$ cat src/rtl/theremin_i2c_pkg.sv
// Shared types and default device bytes for the theremin I2C target.
// The write/read device bytes differ only in the R/W bit of the address byte.
package theremin_i2c_pkg;

    localparam logic [7:0] DEFAULT_WR_ID = 8'h34;
    localparam logic [7:0] DEFAULT_RD_ID = 8'h35;

    typedef enum logic [3:0] {
        IDLE,
        DEV,
        DEV_ACK,
        REG,
        REG_ACK,
        DATA_W,
        DATA_R,
        DATA_ACK,
        WAIT_STOP
    } i2c_tgt_state_t;

endpackage

$ cat src/rtl/theremin_i2c_target_if.sv
// One-byte register bus between the I2C target (master side) and the
// FPGA control-register bank (slave side).
interface theremin_i2c_target_if;

    logic [7:0] REG_ADDR;
    logic [7:0] REG_WDATA;
    logic       REG_WE;
    logic       REG_RD;
    logic [7:0] REG_RDATA;

    modport master (
        output REG_ADDR,
        output REG_WDATA,
        output REG_WE,
        output REG_RD,
        input  REG_RDATA
    );

    modport slave (
        input  REG_ADDR,
        input  REG_WDATA,
        input  REG_WE,
        input  REG_RD,
        output REG_RDATA
    );

endinterface

$ cat src/rtl/i2c_line_filter.sv
// Two-flop synchronizer plus stability filter for one raw I2C pin.
// The filtered level only follows the pin after FILTER_LEN stable cycles.
module i2c_line_filter #(
    parameter int FILTER_LEN = 4
) (
    input  logic CLK,
    input  logic RESET,
    input  logic pin,
    output logic level,
    output logic rise,
    output logic fall
);

    logic [1:0] sync;
    logic [3:0] stable_cnt;

    // rise/fall pulse in the same cycle the new level becomes visible
    always_ff @(posedge CLK) begin
        if (RESET) begin
            sync       <= 2'b11;
            level      <= 1'b1;
            stable_cnt <= 4'd0;
            rise       <= 1'b0;
            fall       <= 1'b0;
        end else begin
            sync <= {sync[0], pin};
            rise <= 1'b0;
            fall <= 1'b0;
            if (sync[1] == level) begin
                stable_cnt <= 4'd0;
            end else if (stable_cnt == 4'(FILTER_LEN - 1)) begin
                level      <= sync[1];
                rise       <= sync[1];
                fall       <= ~sync[1];
                stable_cnt <= 4'd0;
            end else begin
                stable_cnt <= stable_cnt + 4'd1;
            end
        end
    end

endmodule

$ cat src/rtl/theremin_i2c_target.sv
// I2C target for the theremin's three-byte frames (device, register, data),
// mapping each frame onto a single register-bus write or read.
module theremin_i2c_target
    import theremin_i2c_pkg::*;
#(
    parameter logic [7:0] WR_ID      = DEFAULT_WR_ID,
    parameter logic [7:0] RD_ID      = DEFAULT_RD_ID,
    parameter int         FILTER_LEN = 4
) (
    input  logic                         CLK,
    input  logic                         RESET,
    input  logic                         SCL_IN,
    input  logic                         SDA_IN,
    output logic                         SDA_OE,
    output logic                         BUSY,
    theremin_i2c_target_if.master        bus
);

    logic scl_level, scl_rise, scl_fall;
    logic sda_level, sda_rise, sda_fall;
    logic start_evt, stop_evt;

    i2c_tgt_state_t state, state_next;
    logic [7:0] shift, shift_next;
    logic [2:0] bit_cnt, bit_cnt_next;
    logic       byte_done, byte_done_next;
    logic       read_flag, read_flag_next;
    logic       sda_oe, sda_oe_next;
    logic [7:0] reg_addr, reg_addr_next;
    logic [7:0] reg_wdata, reg_wdata_next;
    logic       reg_we, reg_we_next;
    logic       reg_rd, reg_rd_next;
    logic [7:0] rx_byte;

    i2c_line_filter #(.FILTER_LEN(FILTER_LEN)) u_scl_filter (
        .CLK   (CLK),
        .RESET (RESET),
        .pin   (SCL_IN),
        .level (scl_level),
        .rise  (scl_rise),
        .fall  (scl_fall)
    );

    i2c_line_filter #(.FILTER_LEN(FILTER_LEN)) u_sda_filter (
        .CLK   (CLK),
        .RESET (RESET),
        .pin   (SDA_IN),
        .level (sda_level),
        .rise  (sda_rise),
        .fall  (sda_fall)
    );

    assign start_evt = sda_fall & scl_level;
    assign stop_evt  = sda_rise & scl_level;

    always_ff @(posedge CLK) begin
        if (RESET) begin
            state     <= IDLE;
            shift     <= 8'h00;
            bit_cnt   <= 3'd0;
            byte_done <= 1'b0;
            read_flag <= 1'b0;
            sda_oe    <= 1'b0;
            reg_addr  <= 8'h00;
            reg_wdata <= 8'h00;
            reg_we    <= 1'b0;
            reg_rd    <= 1'b0;
        end else begin
            state     <= state_next;
            shift     <= shift_next;
            bit_cnt   <= bit_cnt_next;
            byte_done <= byte_done_next;
            read_flag <= read_flag_next;
            sda_oe    <= sda_oe_next;
            reg_addr  <= reg_addr_next;
            reg_wdata <= reg_wdata_next;
            reg_we    <= reg_we_next;
            reg_rd    <= reg_rd_next;
        end
    end

    // START/STOP are checked before any SCL edge so they win a same-cycle tie
    always_comb begin
        state_next     = state;
        shift_next     = shift;
        bit_cnt_next   = bit_cnt;
        byte_done_next = byte_done;
        read_flag_next = read_flag;
        sda_oe_next    = sda_oe;
        reg_addr_next  = reg_addr;
        reg_wdata_next = reg_wdata;
        reg_we_next    = 1'b0;
        reg_rd_next    = 1'b0;
        rx_byte        = {shift[6:0], sda_level};

        if (stop_evt) begin
            state_next     = IDLE;
            sda_oe_next    = 1'b0;
            bit_cnt_next   = 3'd0;
            byte_done_next = 1'b0;
        end else if (start_evt) begin
            state_next     = DEV;
            sda_oe_next    = 1'b0;
            bit_cnt_next   = 3'd0;
            byte_done_next = 1'b0;
        end else begin
            case (state)
                DEV, REG, DATA_W: begin
                    if (scl_rise && !byte_done) begin
                        shift_next   = rx_byte;
                        bit_cnt_next = bit_cnt + 3'd1;
                        if (bit_cnt == 3'd7) begin
                            byte_done_next = 1'b1;
                            if (state == DATA_W) begin
                                reg_wdata_next = rx_byte;
                                reg_we_next    = 1'b1;
                            end
                        end
                    end else if (scl_fall && byte_done) begin
                        byte_done_next = 1'b0;
                        if (state == DEV) begin
                            if (shift == WR_ID || shift == RD_ID) begin
                                read_flag_next = (shift == RD_ID);
                                state_next     = DEV_ACK;
                                sda_oe_next    = 1'b1;
                            end else begin
                                state_next = WAIT_STOP;
                            end
                        end else if (state == REG) begin
                            reg_addr_next = shift;
                            reg_rd_next   = read_flag;
                            state_next    = REG_ACK;
                            sda_oe_next   = 1'b1;
                        end else begin
                            state_next  = DATA_ACK;
                            sda_oe_next = 1'b1;
                        end
                    end
                end
                DEV_ACK: begin
                    if (scl_fall) begin
                        sda_oe_next  = 1'b0;
                        bit_cnt_next = 3'd0;
                        state_next   = REG;
                    end
                end
                REG_ACK: begin
                    if (scl_fall) begin
                        bit_cnt_next = 3'd0;
                        if (read_flag) begin
                            shift_next  = bus.REG_RDATA;
                            sda_oe_next = ~bus.REG_RDATA[7];
                            state_next  = DATA_R;
                        end else begin
                            sda_oe_next = 1'b0;
                            state_next  = DATA_W;
                        end
                    end
                end
                DATA_R: begin
                    if (scl_fall) begin
                        if (bit_cnt == 3'd7) begin
                            sda_oe_next = 1'b1;
                            state_next  = DATA_ACK;
                        end else begin
                            shift_next   = {shift[6:0], 1'b0};
                            sda_oe_next  = ~shift[6];
                            bit_cnt_next = bit_cnt + 3'd1;
                        end
                    end
                end
                DATA_ACK: begin
                    if (scl_fall) begin
                        sda_oe_next = 1'b0;
                        state_next  = WAIT_STOP;
                    end
                end
                default: begin
                end
            endcase
        end
    end

    assign SDA_OE        = sda_oe;
    assign BUSY          = (state != IDLE);
    assign bus.REG_ADDR  = reg_addr;
    assign bus.REG_WDATA = reg_wdata;
    assign bus.REG_WE    = reg_we;
    assign bus.REG_RD    = reg_rd;

endmodule

$ cat src/flat_wrapper.sv
// flat-port wrapper written by rule: the top's interface ports become plain ports
module theremin_i2c_target_flat import theremin_i2c_pkg::*;
#(
    parameter logic [7:0] WR_ID      = DEFAULT_WR_ID,
    parameter logic [7:0] RD_ID      = DEFAULT_RD_ID,
    parameter int         FILTER_LEN = 4
)
  (CLK, RESET, SCL_IN, SDA_IN, SDA_OE, BUSY, bus_REG_ADDR, bus_REG_WDATA, bus_REG_WE, bus_REG_RD, bus_REG_RDATA);
  theremin_i2c_target_if bus_i ();
  input  logic CLK;
  input  logic RESET;
  input  logic SCL_IN;
  input  logic SDA_IN;
  output logic SDA_OE;
  output logic BUSY;
  output wire logic [$bits(bus_i.REG_ADDR)-1:0] bus_REG_ADDR;
  output wire logic [$bits(bus_i.REG_WDATA)-1:0] bus_REG_WDATA;
  output wire logic [$bits(bus_i.REG_WE)-1:0] bus_REG_WE;
  output wire logic [$bits(bus_i.REG_RD)-1:0] bus_REG_RD;
  input wire logic [$bits(bus_i.REG_RDATA)-1:0] bus_REG_RDATA;
  assign bus_REG_ADDR = bus_i.REG_ADDR;
  assign bus_REG_WDATA = bus_i.REG_WDATA;
  assign bus_REG_WE = bus_i.REG_WE;
  assign bus_REG_RD = bus_i.REG_RD;
  assign bus_i.REG_RDATA = bus_REG_RDATA;
  theremin_i2c_target #(.WR_ID(WR_ID), .RD_ID(RD_ID), .FILTER_LEN(FILTER_LEN)) u_core (.CLK(CLK), .RESET(RESET), .SCL_IN(SCL_IN), .SDA_IN(SDA_IN), .SDA_OE(SDA_OE), .BUSY(BUSY), .bus(bus_i));
endmodule
$ cat config.mk
export PLATFORM = sky130hd
export DESIGN_NAME = theremin_i2c_target_flat
export DESIGN_NICKNAME = d
export VERILOG_FILES = /design/src/rtl/theremin_i2c_pkg.sv /design/src/rtl/theremin_i2c_target_if.sv /design/src/rtl/i2c_line_filter.sv /design/src/rtl/theremin_i2c_target.sv /design/src/flat_wrapper.sv
export SDC_FILE = /design/constraint.sdc
export NUM_CORES = 1
export LEC_CHECK = 0
export BUFFER_PORTS_ARGS = -buffer_cell sky130_fd_sc_hd__buf_2
export CAP_MARGIN = 15
export CORE_MARGIN = 2
export CORE_UTILIZATION = 57
export CTS_BUF_LIST = sky130_fd_sc_hd__clkbuf_16
export CTS_CLUSTER_SIZE = 10
export DETAILED_ROUTE_END_ITERATION = 7
export GPL_ROUTABILITY_DRIVEN = 0
export PLACE_DENSITY_LB_ADDON = 0.12
export SYNTH_ARGS = -nofsm -noshare
export SYNTH_HDL_FRONTEND = slang
export SYNTH_SLANG_ARGS = --single-unit
$ cat constraint.sdc
create_clock -name CLK -period 2.55 [get_ports CLK]
set_input_delay 0.3825 -clock CLK [delete_from_list [all_inputs] [get_ports CLK]]
set_output_delay 0.3825 -clock CLK [all_outputs]
set_load 0.03 [all_outputs]
==> reports/metrics.csv <==
stage;metric;value;unit
logic_synthesis;syn_area_per_cell;9.64;um2
sta;min_period_over_period;79.9;%
placed_design;place_hpwl;3.45;mm
finish;fillCellCount;322;
sta;max_freq;0.491;GHz
sta;finalHoldViolations;0;
power_and_ir_drop;power.leakage;1.08;nW
detailed_routing;drtPass1Iterations;4;
detailed_routing;wl;4.86;mm
clock_network;cts_root_buf;clkbuf_16;
placed_design;placed_cell_area;2630;um2
clock_network;post_cts_buffers;0;
sta;relSlewSlack;55.1;%
logic_synthesis;ys_ff_latch;54;
placed_design;dp_cells;327;
finish;drive_gt1_share;20.0;%
sta;grt_setup_unrepaired;no;
outcome;outcome;finished clean;
finish;diodes;0;
finish;final_area;2770;um2
worst_setup_path;crit_type;reg -> reg;
worst_hold_path;hold_start;SCL_IN;
logic_synthesis;synth_area_leader_cell;dfxtp_1;
detailed_routing;ant_nets;0;
worst_setup_path;reg2reg_to;u_core.bus.REG_WDATA[7];
logic_synthesis;synth_compound_area_share;15.0;%
sta;drv_slew;0;
worst_hold_path;holdPathStages;2;
worst_setup_path;r2r_setup_slack;0.51;ns
logic_synthesis;syn_inst;254;
worst_setup_path;reg2reg_depth;4;
clock_network;cts_tree;done;
logic_synthesis;async_flop_share;0;%
logic_synthesis;synthFlopType;dfxtp_1;
clock_network;cts_buffers;5;
logic_synthesis;synth_edf_count;0;
worst_hold_path;hold_class;in -> reg;
power_and_ir_drop;power_density;550;nW/um2
global_routing;antenna_found_initial;0;
sta;setup_viol;0;
logic_synthesis;ys_warn_count;0;
clock_network;h-tree-depth;2;
worst_setup_path;cp_max_fo;13;
sta;tightestPinTransition;0.673;ns
finish;mostFrequentLayoutCells;54 x dfxtp_1, 31 x buf_2, 30 x nor2_1, 24 x mux2i_1, 18 x a21oi_1;
clock_network;post_cts_resize_count;0;
clock_network;clockBufferDepth;2;
logic_synthesis;yosysSeqAreaShare;44.2;%
finish;fin_nets;300;
finish;final_common_cell;dfxtp_1;
worst_setup_path;rr_startpoint;u_core.state[1];
floorplanning;fp.dieArea;4830;um2
logic_synthesis;synth_area_leaders;dfxtp_1 44%, mux2i_1 9.8%, nor2_1 4.6%, a21oi_1 3.7%, a311oi_1 2.9%;
floorplanning;num_rows;23;
floorplanning;io_pins;32;
floorplanning;start_util;60.3;%
placed_design;detailedPlace.worstSlack;0.529;ns
power_and_ir_drop;power;1.52;mW
worst_setup_path;arrival;2.19;ns
worst_setup_path;cp-start-kind;register;
sta;worst_slack;0.513;ns
logic_synthesis;synthSimpleGateAreaFrac;22.2;%
detailed_routing;wl_per_cell;14.5;um
sta;timing.setup.tns;0;ns
logic_synthesis;synth_top_family_by_area;simple AND/OR/NAND/NOR gates;
global_routing;gr-usage-all-layers;21.2;%
finish;instances_no_fill;335;
clock_network;ctsHoldBuffers;0;
floorplanning;die_h;69.5;um
floorplanning;coreArea;4060;um2
logic_synthesis;synthMuxAreaShare;10.3;%
run;cap_violations;0;
worst_setup_path;critPathCaptureType;register;
global_routing;grt_max_degree;42;
finish;area_growth;13.1;%
logic_synthesis;syn-num-nets;270;
worst_setup_path;crit_required;2.70;ns
floorplanning;die_width;69.5;um
detailed_routing;drtIter0Drc;197;
clock_network;clk_pin_slew;0.07;ns
power_and_ir_drop;ir_drop;504;uV
worst_hold_path;min_to;u_core.u_scl_filter.sync[0];
global_routing;first_global_vias;1779;
logic_synthesis;synthDistinctLibCells;49;
detailed_routing;vias_per_cell;5.85;
detailed_routing;drc;0;
global_routing;grt_overflow_total;0;
global_routing;grt_first_pass_wirelength;8.35;mm
logic_synthesis;synth-adder-area-share;2.04;%
sta;fin_skew;0.00415;ns
clock_network;cts_sinks;54;
detailed_routing;vias;1961;
logic_synthesis;synth_top_area_share;44.2;%
logic_synthesis;syn-cell-area;2450;um2
sta;fin_crit;2.04;ns
clock_network;insertion_delay;0.29;ns
placed_design;portBuffers;31;
logic_synthesis;synth_xor_area_share;2.15;%
cells in the mapped netlist, types with 3 or more instances:
cell type,count
dfxtp_1,54
nor2_1,30
mux2i_1,24
a21oi_1,18
nand2_1,12
nand2b_1,9
o21ai_0,9
a311oi_1,8
clkbuf_1,6
or2_2,6
inv_1,5
nand3_1,5
ha_1,4
nor4b_1,4
xnor2_1,4
a211o_1,3
buf_2,3
buf_4,3
nand3b_1,3
nor2b_1,3
nor4_1,3
or3_1,3
worst max-delay path, stage by stage, from the launching register on:
cell	delay, ns
dfxtp_1	0.44
nand2b_1	0.34
or4_1	0.80
mux2i_1	0.25
nor2_1	0.06
stage by stage:
stage | hold WS, ns | utilization (%)
6_report | 0.271 | 68.2
3_5_place_dp | 0.394 | 64.8
4_1_cts | 0.264 | 68.2
3_3_place_gp | 0.392 | 64.8
2_1_floorplan | 0.389 | -
5_1_grt | 0.264 | 68.2
per-layer routing:
layer | part of all wire, % | GRT usage [%] | vias to the layer above
met5 | 0 | 0 | -
met4 | 1.4 | 6.97 | 0
met3 | 5.7 | 4.65 | 7
met2 | 44 | 31.5 | 61
met1 | 49 | 30.6 | 914
li1 | - | - | 979
report_power, final:
group	leakage [nW]	internal, mW	switching, mW
sequential	0.436	0.847	0.00237
combinational	0.575	0.0117	0.0156
clock	0.0730	0.361	0.286
total	1.08	1.22	0.304
flip-flops by register name, indices dropped and copies added (netlist names), 2 cells and up:
register and count:
u_core.bit_cnt 3, u_core.bus.REG_WDATA 8, u_core.u_sda_filter.stable_cnt 4, u_core.shift 8, u_core.bus.REG_ADDR 8, u_core.u_scl_filter.stable_cnt 4
u_core.u_sda_filter.sync 2, u_core.state 4, u_core.u_scl_filter.sync 2
layout make-up:
type                    count  area (um2)  area share, %
inverters                   5        18.8          0.678
flip-flops and latches     54        1080           39.0
well taps                  50        62.6           2.26
clock inverters             3        16.3          0.587
repair buffers             37         200           7.23
clock buffers               5         125           4.52
multi-input cells         181        1260           45.7
kinds of logic after synthesis:
kind of cell             after synthesis
XOR/XNOR                               6
AND/OR/NAND/NOR                       95
buffers and inverters                 19
adder cells (fa/ha/maj)                4
AO/OA/AOI/OAI                         51
multiplexers                          25
flip-flops                            54
worst max path at each step:
stage,startpoint,end,slack (ns),cells past startpoint
after floorplan,u_core.bit_cnt[0],u_core.bit_cnt[0],0.61,6
after global placement,u_core.bit_cnt[0],u_core.bit_cnt[0],0.56,6
after detailed placement,u_core.state[1],u_core.bus.REG_WDATA[0],0.53,4
after CTS,u_core.bit_cnt[0],u_core.bit_cnt[0],0.51,6
after global routing,u_core.state[1],u_core.bus.REG_WDATA[3],0.41,4
final,u_core.state[1],u_core.bus.REG_WDATA[7],0.51,4
Note: power is estimated with default switching activity, not from simulation.
